==> src/rtl/speed_selector.sv <==
// -----------------------------------------------------------------------------
// speed_selector
//
// Three-button speed selector for a PWM fan/motor stage. Raw push buttons
// are synchronised and debounced. Each press moves a 2-bit target level:
// stop > up > down when presses coincide. The registered duty_cycle output
// follows that target.
//
// Optional feature macro: SPEED_SOFT_START_EN
//   defined   : increases of the target are ramped one level per RAMP_CYCLES
//               cycles by an IDLE/RAMP controller; decreases apply at once.
//   undefined : duty_cycle loads the new target directly, busy is tied low
//               and no ramp timer exists.
//
// Parameters
//   DEBOUNCE_CYCLES : consecutive stable synchronised samples needed to
//                     accept a button level change (>= 2)
//   RAMP_CYCLES     : dwell cycles per level step during soft start (>= 2)
//
// Ports
//   clk        : system clock, rising edge
//   reset      : synchronous, active-low reset
//   btn_up     : raw asynchronous "faster" button, active high
//   btn_down   : raw asynchronous "slower" button, active high
//   btn_stop   : raw asynchronous "stop" button, active high
//   duty_cycle : registered level code (0=off, 1=75%, 2=87.5%, 3=99%)
//   busy       : duty_cycle has not yet reached the target level
//   level_chg  : one-cycle pulse in the cycle after duty_cycle changes
// -----------------------------------------------------------------------------
module speed_selector #(
  parameter int DEBOUNCE_CYCLES = 16,
  parameter int RAMP_CYCLES     = 1024
) (
  input  logic       clk,
  input  logic       reset,
  input  logic       btn_up,
  input  logic       btn_down,
  input  logic       btn_stop,
  output logic [1:0] duty_cycle,
  output logic       busy,
  output logic       level_chg
);

  // Bit positions of the buttons inside the packed button vectors.
  localparam int B_DOWN = 0;
  localparam int B_UP   = 1;
  localparam int B_STOP = 2;

  localparam int DW = $clog2(DEBOUNCE_CYCLES);

  // Reject illegal parameter values at elaboration time.
  if (DEBOUNCE_CYCLES < 2 || RAMP_CYCLES < 2) begin : g_param_check
    $error("speed_selector: DEBOUNCE_CYCLES and RAMP_CYCLES must be >= 2");
  end

  // ---------------------------------------------------------------------------
  // Synchroniser, debounce and press detection
  // ---------------------------------------------------------------------------
  logic [2:0]    raw;
  logic [2:0]    sync1;
  logic [2:0]    sync2;
  logic [2:0]    deb;
  logic [2:0]    deb_prev;
  logic [2:0]    press;
  logic [DW-1:0] deb_cnt [3];

  assign raw = {btn_stop, btn_up, btn_down};

  always_ff @(posedge clk) begin
    if (!reset) begin
      sync1    <= '0;
      sync2    <= '0;
      deb      <= '0;
      deb_prev <= '0;
      // NOTE: the counter array is real state that must restart from zero so
      // a reset abandons any debounce in progress; it is cleared element-wise.
      for (int i = 0; i < 3; i++) begin
        deb_cnt[i] <= '0;
      end
    end else begin
      // NOTE: non-blocking assignments let sync1->sync2 behave as two flops;
      // blocking here would collapse the synchroniser into a single stage.
      sync1    <= raw;
      sync2    <= sync1;
      deb_prev <= deb;
      for (int i = 0; i < 3; i++) begin
        if (sync2[i] == deb[i]) begin
          deb_cnt[i] <= '0;
        end else if (deb_cnt[i] == DW'(DEBOUNCE_CYCLES - 1)) begin
          // Stable for DEBOUNCE_CYCLES samples: accept the new level.
          deb[i]     <= sync2[i];
          deb_cnt[i] <= '0;
        end else begin
          deb_cnt[i] <= deb_cnt[i] + DW'(1);
        end
      end
    end
  end

  // Only the rising edge of the debounced level is an event; releases and
  // long holds produce nothing further.
  assign press = deb & ~deb_prev;

  // ---------------------------------------------------------------------------
  // Target level with stop > up > down priority
  // ---------------------------------------------------------------------------
  logic [1:0] target;
  logic [1:0] target_nxt;

  always_comb begin
    // NOTE: every path assigns target_nxt because of this default, so no
    // latch is inferred.
    target_nxt = target;
    if (press[B_STOP]) begin
      target_nxt = 2'd0;
    end else if (press[B_UP]) begin
      target_nxt = (target == 2'd3) ? 2'd3 : target + 2'd1;
    end else if (press[B_DOWN]) begin
      target_nxt = (target == 2'd0) ? 2'd0 : target - 2'd1;
    end
  end

  // ---------------------------------------------------------------------------
  // Output controller
  // ---------------------------------------------------------------------------
  logic [1:0] duty_nxt;

`ifdef SPEED_SOFT_START_EN
  localparam int RW = $clog2(RAMP_CYCLES);

  typedef enum logic {
    S_IDLE = 1'b0,  // duty_cycle == target
    S_RAMP = 1'b1   // duty_cycle <  target, stepping up
  } state_t;

  state_t        state;
  state_t        state_nxt;
  logic [RW-1:0] ramp_timer;
  logic [RW-1:0] timer_nxt;

  always_comb begin
    state_nxt = state;
    duty_nxt  = duty_cycle;
    timer_nxt = ramp_timer;
    if (target_nxt < duty_cycle) begin
      // Slowing down is never ramped, whatever the current state.
      duty_nxt  = target_nxt;
      state_nxt = S_IDLE;
      timer_nxt = '0;
    end else if (state == S_IDLE) begin
      if (target_nxt > duty_cycle) begin
        state_nxt = S_RAMP;
        timer_nxt = '0;
      end
    end else if (target_nxt == duty_cycle) begin
      // A stop that lands exactly on the current level ends the ramp.
      state_nxt = S_IDLE;
      timer_nxt = '0;
    end else if (ramp_timer == RW'(RAMP_CYCLES - 1)) begin
      duty_nxt  = duty_cycle + 2'd1;
      timer_nxt = '0;
      if (duty_cycle + 2'd1 == target_nxt) begin
        state_nxt = S_IDLE;
      end
    end else begin
      // Further up presses only raise the target; the timer keeps running.
      timer_nxt = ramp_timer + RW'(1);
    end
  end

  assign busy = (duty_cycle != target);
`else
  // Without soft start the output tracks the target on the same edge.
  assign duty_nxt = target_nxt;
  assign busy     = 1'b0;
`endif

  always_ff @(posedge clk) begin
    if (!reset) begin
      target     <= 2'd0;
      duty_cycle <= 2'd0;
      level_chg  <= 1'b0;
`ifdef SPEED_SOFT_START_EN
      state      <= S_IDLE;
      ramp_timer <= '0;
`endif
    end else begin
      target     <= target_nxt;
      duty_cycle <= duty_nxt;
      // High while the freshly loaded duty_cycle differs from its old value.
      level_chg  <= (duty_nxt != duty_cycle);
`ifdef SPEED_SOFT_START_EN
      state      <= state_nxt;
      ramp_timer <= timer_nxt;
`endif
    end
  end

endmodule

==> config.mk <==
export PLATFORM = sky130hd
export DESIGN_NAME = speed_selector
export DESIGN_NICKNAME = d
export VERILOG_FILES = /design/src/rtl/speed_selector.sv
export SDC_FILE = /design/constraint.sdc
export NUM_CORES = 1
export LEC_CHECK = 0
export ABC_AREA = 1
export CORE_MARGIN = 2
export CORE_UTILIZATION = 40
export CTS_BUF_LIST = sky130_fd_sc_hd__clkbuf_16
export DETAILED_ROUTE_END_ITERATION = 6
export GPL_ROUTABILITY_DRIVEN = 0
export MAX_ROUTING_LAYER = met4
export PLACE_DENSITY = 0.63
export SLEW_MARGIN = 0
export SYNTH_ARGS = -nofsm -noshare
export SYNTH_HDL_FRONTEND = slang
export SYNTH_SLANG_ARGS = --single-unit
==> constraint.sdc <==
create_clock -name clk -period 2.64 [get_ports clk]
set_clock_uncertainty 0.05 [all_clocks]
set_input_delay 0.66 -clock clk [delete_from_list [all_inputs] [get_ports clk]]
set_output_delay 0.66 -clock clk [all_outputs]
set_load 0.01 [all_outputs]
==> summary.md <==
| Metric | Value |
|---|---|
| Crit path largest cell delay | `580 ps` |
| Post-Syn Area | `1160 um2` |
| Commonest cells in the netlist | `inv_1 (22), nand2_1 (19), nor2_1 (17)` |
| CTS tree | `built` |
| Clock transition at path regs | `60 ps` |
| RSZ-0062 raised after global routing | `no` |
| Top cell type by total area after synthesis | `edfxtp_1` |
| Share of the synthesized area in the top cell type | `31.1%` |
| Critical path class | `register to output port` |
| First-pass GRT wire length | `2970 um` |
| Main area contributors after synthesis | `edfxtp_1 (31%), dfxtp_1 (26%), inv_1 (7.1%)` |
| Avg Cell Area, Syn | `9.13 um2` |
| Synth Warn # | `0` |
| Die area | `3350 um2` |
| Layout Nets | `157` |
| Largest net degree at the start of global routing | `16` |
| Row cnt | `19` |
| PostCTS Resize Cnt | `0` |
| H-Tree Depth | `1` |
| Maximum clock path buffer count | `2` |
| Min cycle time layout | `1980 ps` |
| Setup TNS | `0 ps` |
| Clk sinks | `27` |
| Synth Register Bits | `27` |
| Setup repair bufs after CTS | `0` |
| HPWL Detailed | `1220 um` |
| 1st-iter DRT viols | `49` |
| TritonCTS Buffers | `3` |
| Final instance area | `1380 um2` |
| Yosys cell types | `20` |
| Final WS setup | `659 ps` |
| Worst path bufs/invs | `1` |
| Fin util | `50.0%` |
| Post-synth top flop | `dfxtp_1` |
| Final max-slew violation count | `0` |
| Die X | `57.9 um` |
| Peak Freq | `0.505 GHz` |
| Area Overhead vs Synth | `18.9%` |
| Die H | `57.9 um` |
| Total power | `832 uW` |
| Slowest CP cell | `clkdlybuf4s50_1` |
| Clock share of power | `40.1%` |
| Via-to-Cell Ratio | `4.48` |
| Routed via count | `802` |
| Count leader, synth | `inv_1` |
| EDFF count, synth | `12` |
| Share of layout cells above drive strength 1 | `6.76%` |
| DP Area | `1300 um2` |
| Worst setup SP type | `register` |
| VDD IR max | `0.000537 V` |
| Pre-CTS WS | `598 ps` |
| Type of the most critical hold path | `register to register` |
| Vias in the first global route | `754` |
| Crit-path leading delay family | `buffers and inverters` |
| Initial antenna violation count | `0` |
| Final setup vio count | `0` |
| 1st-pass router iterations | `4` |
| Total grt overflow | `0` |
| Seq pwr share | `55.2%` |
| Internal power | `673 uW` |
| WL final | `1590 um` |
| # port buffers | `7` |
| CP Capture Type | `output port` |
| PD cells | `604 nW/um2` |
| Pleak | `0.000630 uW` |
| Comb power frac | `4.7%` |
| GRT Util Overall | `12.0%` |
| Starting density of the core | `42.1%` |
| Crit-path cells | `clkdlybuf4s50_1` |
| Sequential share of the synthesized area | `57.0%` |
| Sw power | `160 uW` |
| Final hold violations | `0` |
| Ys async rst share | `0%` |
| Number of fillers in the final layout | `262` |
| Clock latency on the worst-skew pair | `260 ps` |
| Detailed-route DRC error count | `0` |
| Post-CTS Hold Buffers | `0` |
| Core ar. | `2760 um2` |
| Gate Count Post-Synth | `127` |
| Ports | `9` |
| Root buf cell | `clkbuf_16` |
| Status | `finished, final reports clean` |
| Sw Share | `19.2%` |
| CP max FO | `7` |
| CP arrival | `1270 ps` |
| Ant diodes | `0` |
| Drt wl/cell | `8.88 um` |
| Max_cap viols | `0` |
| Post-route ant nets | `0` |
| CP required | `1930 ps` |
| Period utilization | `75.0%` |
per-layer routing:
layer / routed length [um] / vias to the layer above / global-route usage, %
met5: 0 / - / -
met4: 25 / 0 / 5.98
met3: 72 / 4 / 4.02
met2: 731 / 12 / 19.3
met1: 759 / 350 / 13.2
li1: - / 436 / -
metrics by stage:
stage / hold WS, ps / instances
4_1_cts: 364 / 179
2_1_floorplan: 340 / 138
3_3_place_gp: 344 / 175
5_1_grt: 387 / 179
6_report: 361 / 179
3_5_place_dp: 348 / 175
power by group through the flow:
stage	registers (uW)	clock network (uW)	logic (uW)
after detailed placement	469	0	39.1
after global placement	468	0	38.1
after floorplan	467	0	28.4
final	459	334	39.3
after CTS	459	349	39.4
after global routing	461	365	46.1
registers in the layout (all words and copies together), names as in the netlist:
name,flops
level_chg,1
sync2,3
target,2
sync1,3
deb_prev,3
deb_cnt,12
deb,3
cells by family (layout without fill, tap and decap cells):
| family | Yosys count | in the layout | share of synthesized area (%) |
|---|---|---|---|
| simple gates | 52 | 52 | 19.8 |
| flops | 27 | 27 | 57.0 |
| buf+inv | 24 | 34 | 8.74 |
| compound gates | 13 | 13 | 6.04 |
| xor+xnor | 6 | 6 | 4.53 |
| fa+ha+maj | 3 | 3 | 3.24 |
| other cells | 2 | 13 | 0.647 |
cells in the final DEF, fill, tap and decap left out:
cell type,synthesis,layout
nand2_1,19,19
clkbuf_16,0,3
o21ai_0,5,5
nand3_1,10,10
o211ai_1,1,1
a211oi_1,1,1
nand3_2,2,2
nand2_2,2,2
xnor2_1,3,3
buf_4,1,1
nand4_1,1,1
nor2_1,17,17
conb_1,2,13
edfxtp_1,12,12
ha_1,3,3
inv_1,22,22
nor2_2,1,1
xor2_1,3,3
clkdlybuf4s50_1,0,7
dfxtp_1,15,15
clkinv_2,0,1
a21oi_1,6,6
area by class of cell:
class / instances / area (um2) / share of cell area (%)
timing repair buffer: 8 / 77.6 / 5.63
multi-input combinational: 87 / 439 / 31.9
inverter: 22 / 82.6 / 5.99
clock buffer: 3 / 75.1 / 5.44
clock inverter: 1 / 5.00 / 0.363
tap: 31 / 38.8 / 2.81
sequential: 27 / 661 / 47.9
path summary, 6_finish.rpt:
path / slack [ps] / to / depth (start not counted) / from
setup / recovery: 660 / duty_cycle[0] / 1 / target[0]
hold / removal: 360 / sync2[0] / 2 / sync1[0]
hold reg to reg: 360 / sync2[0] / 2 / sync1[0]
setup reg to reg: 1380 / deb_cnt[1][0] / 4 / deb_cnt[1][0]
Power figures use the tool's default switching activity.
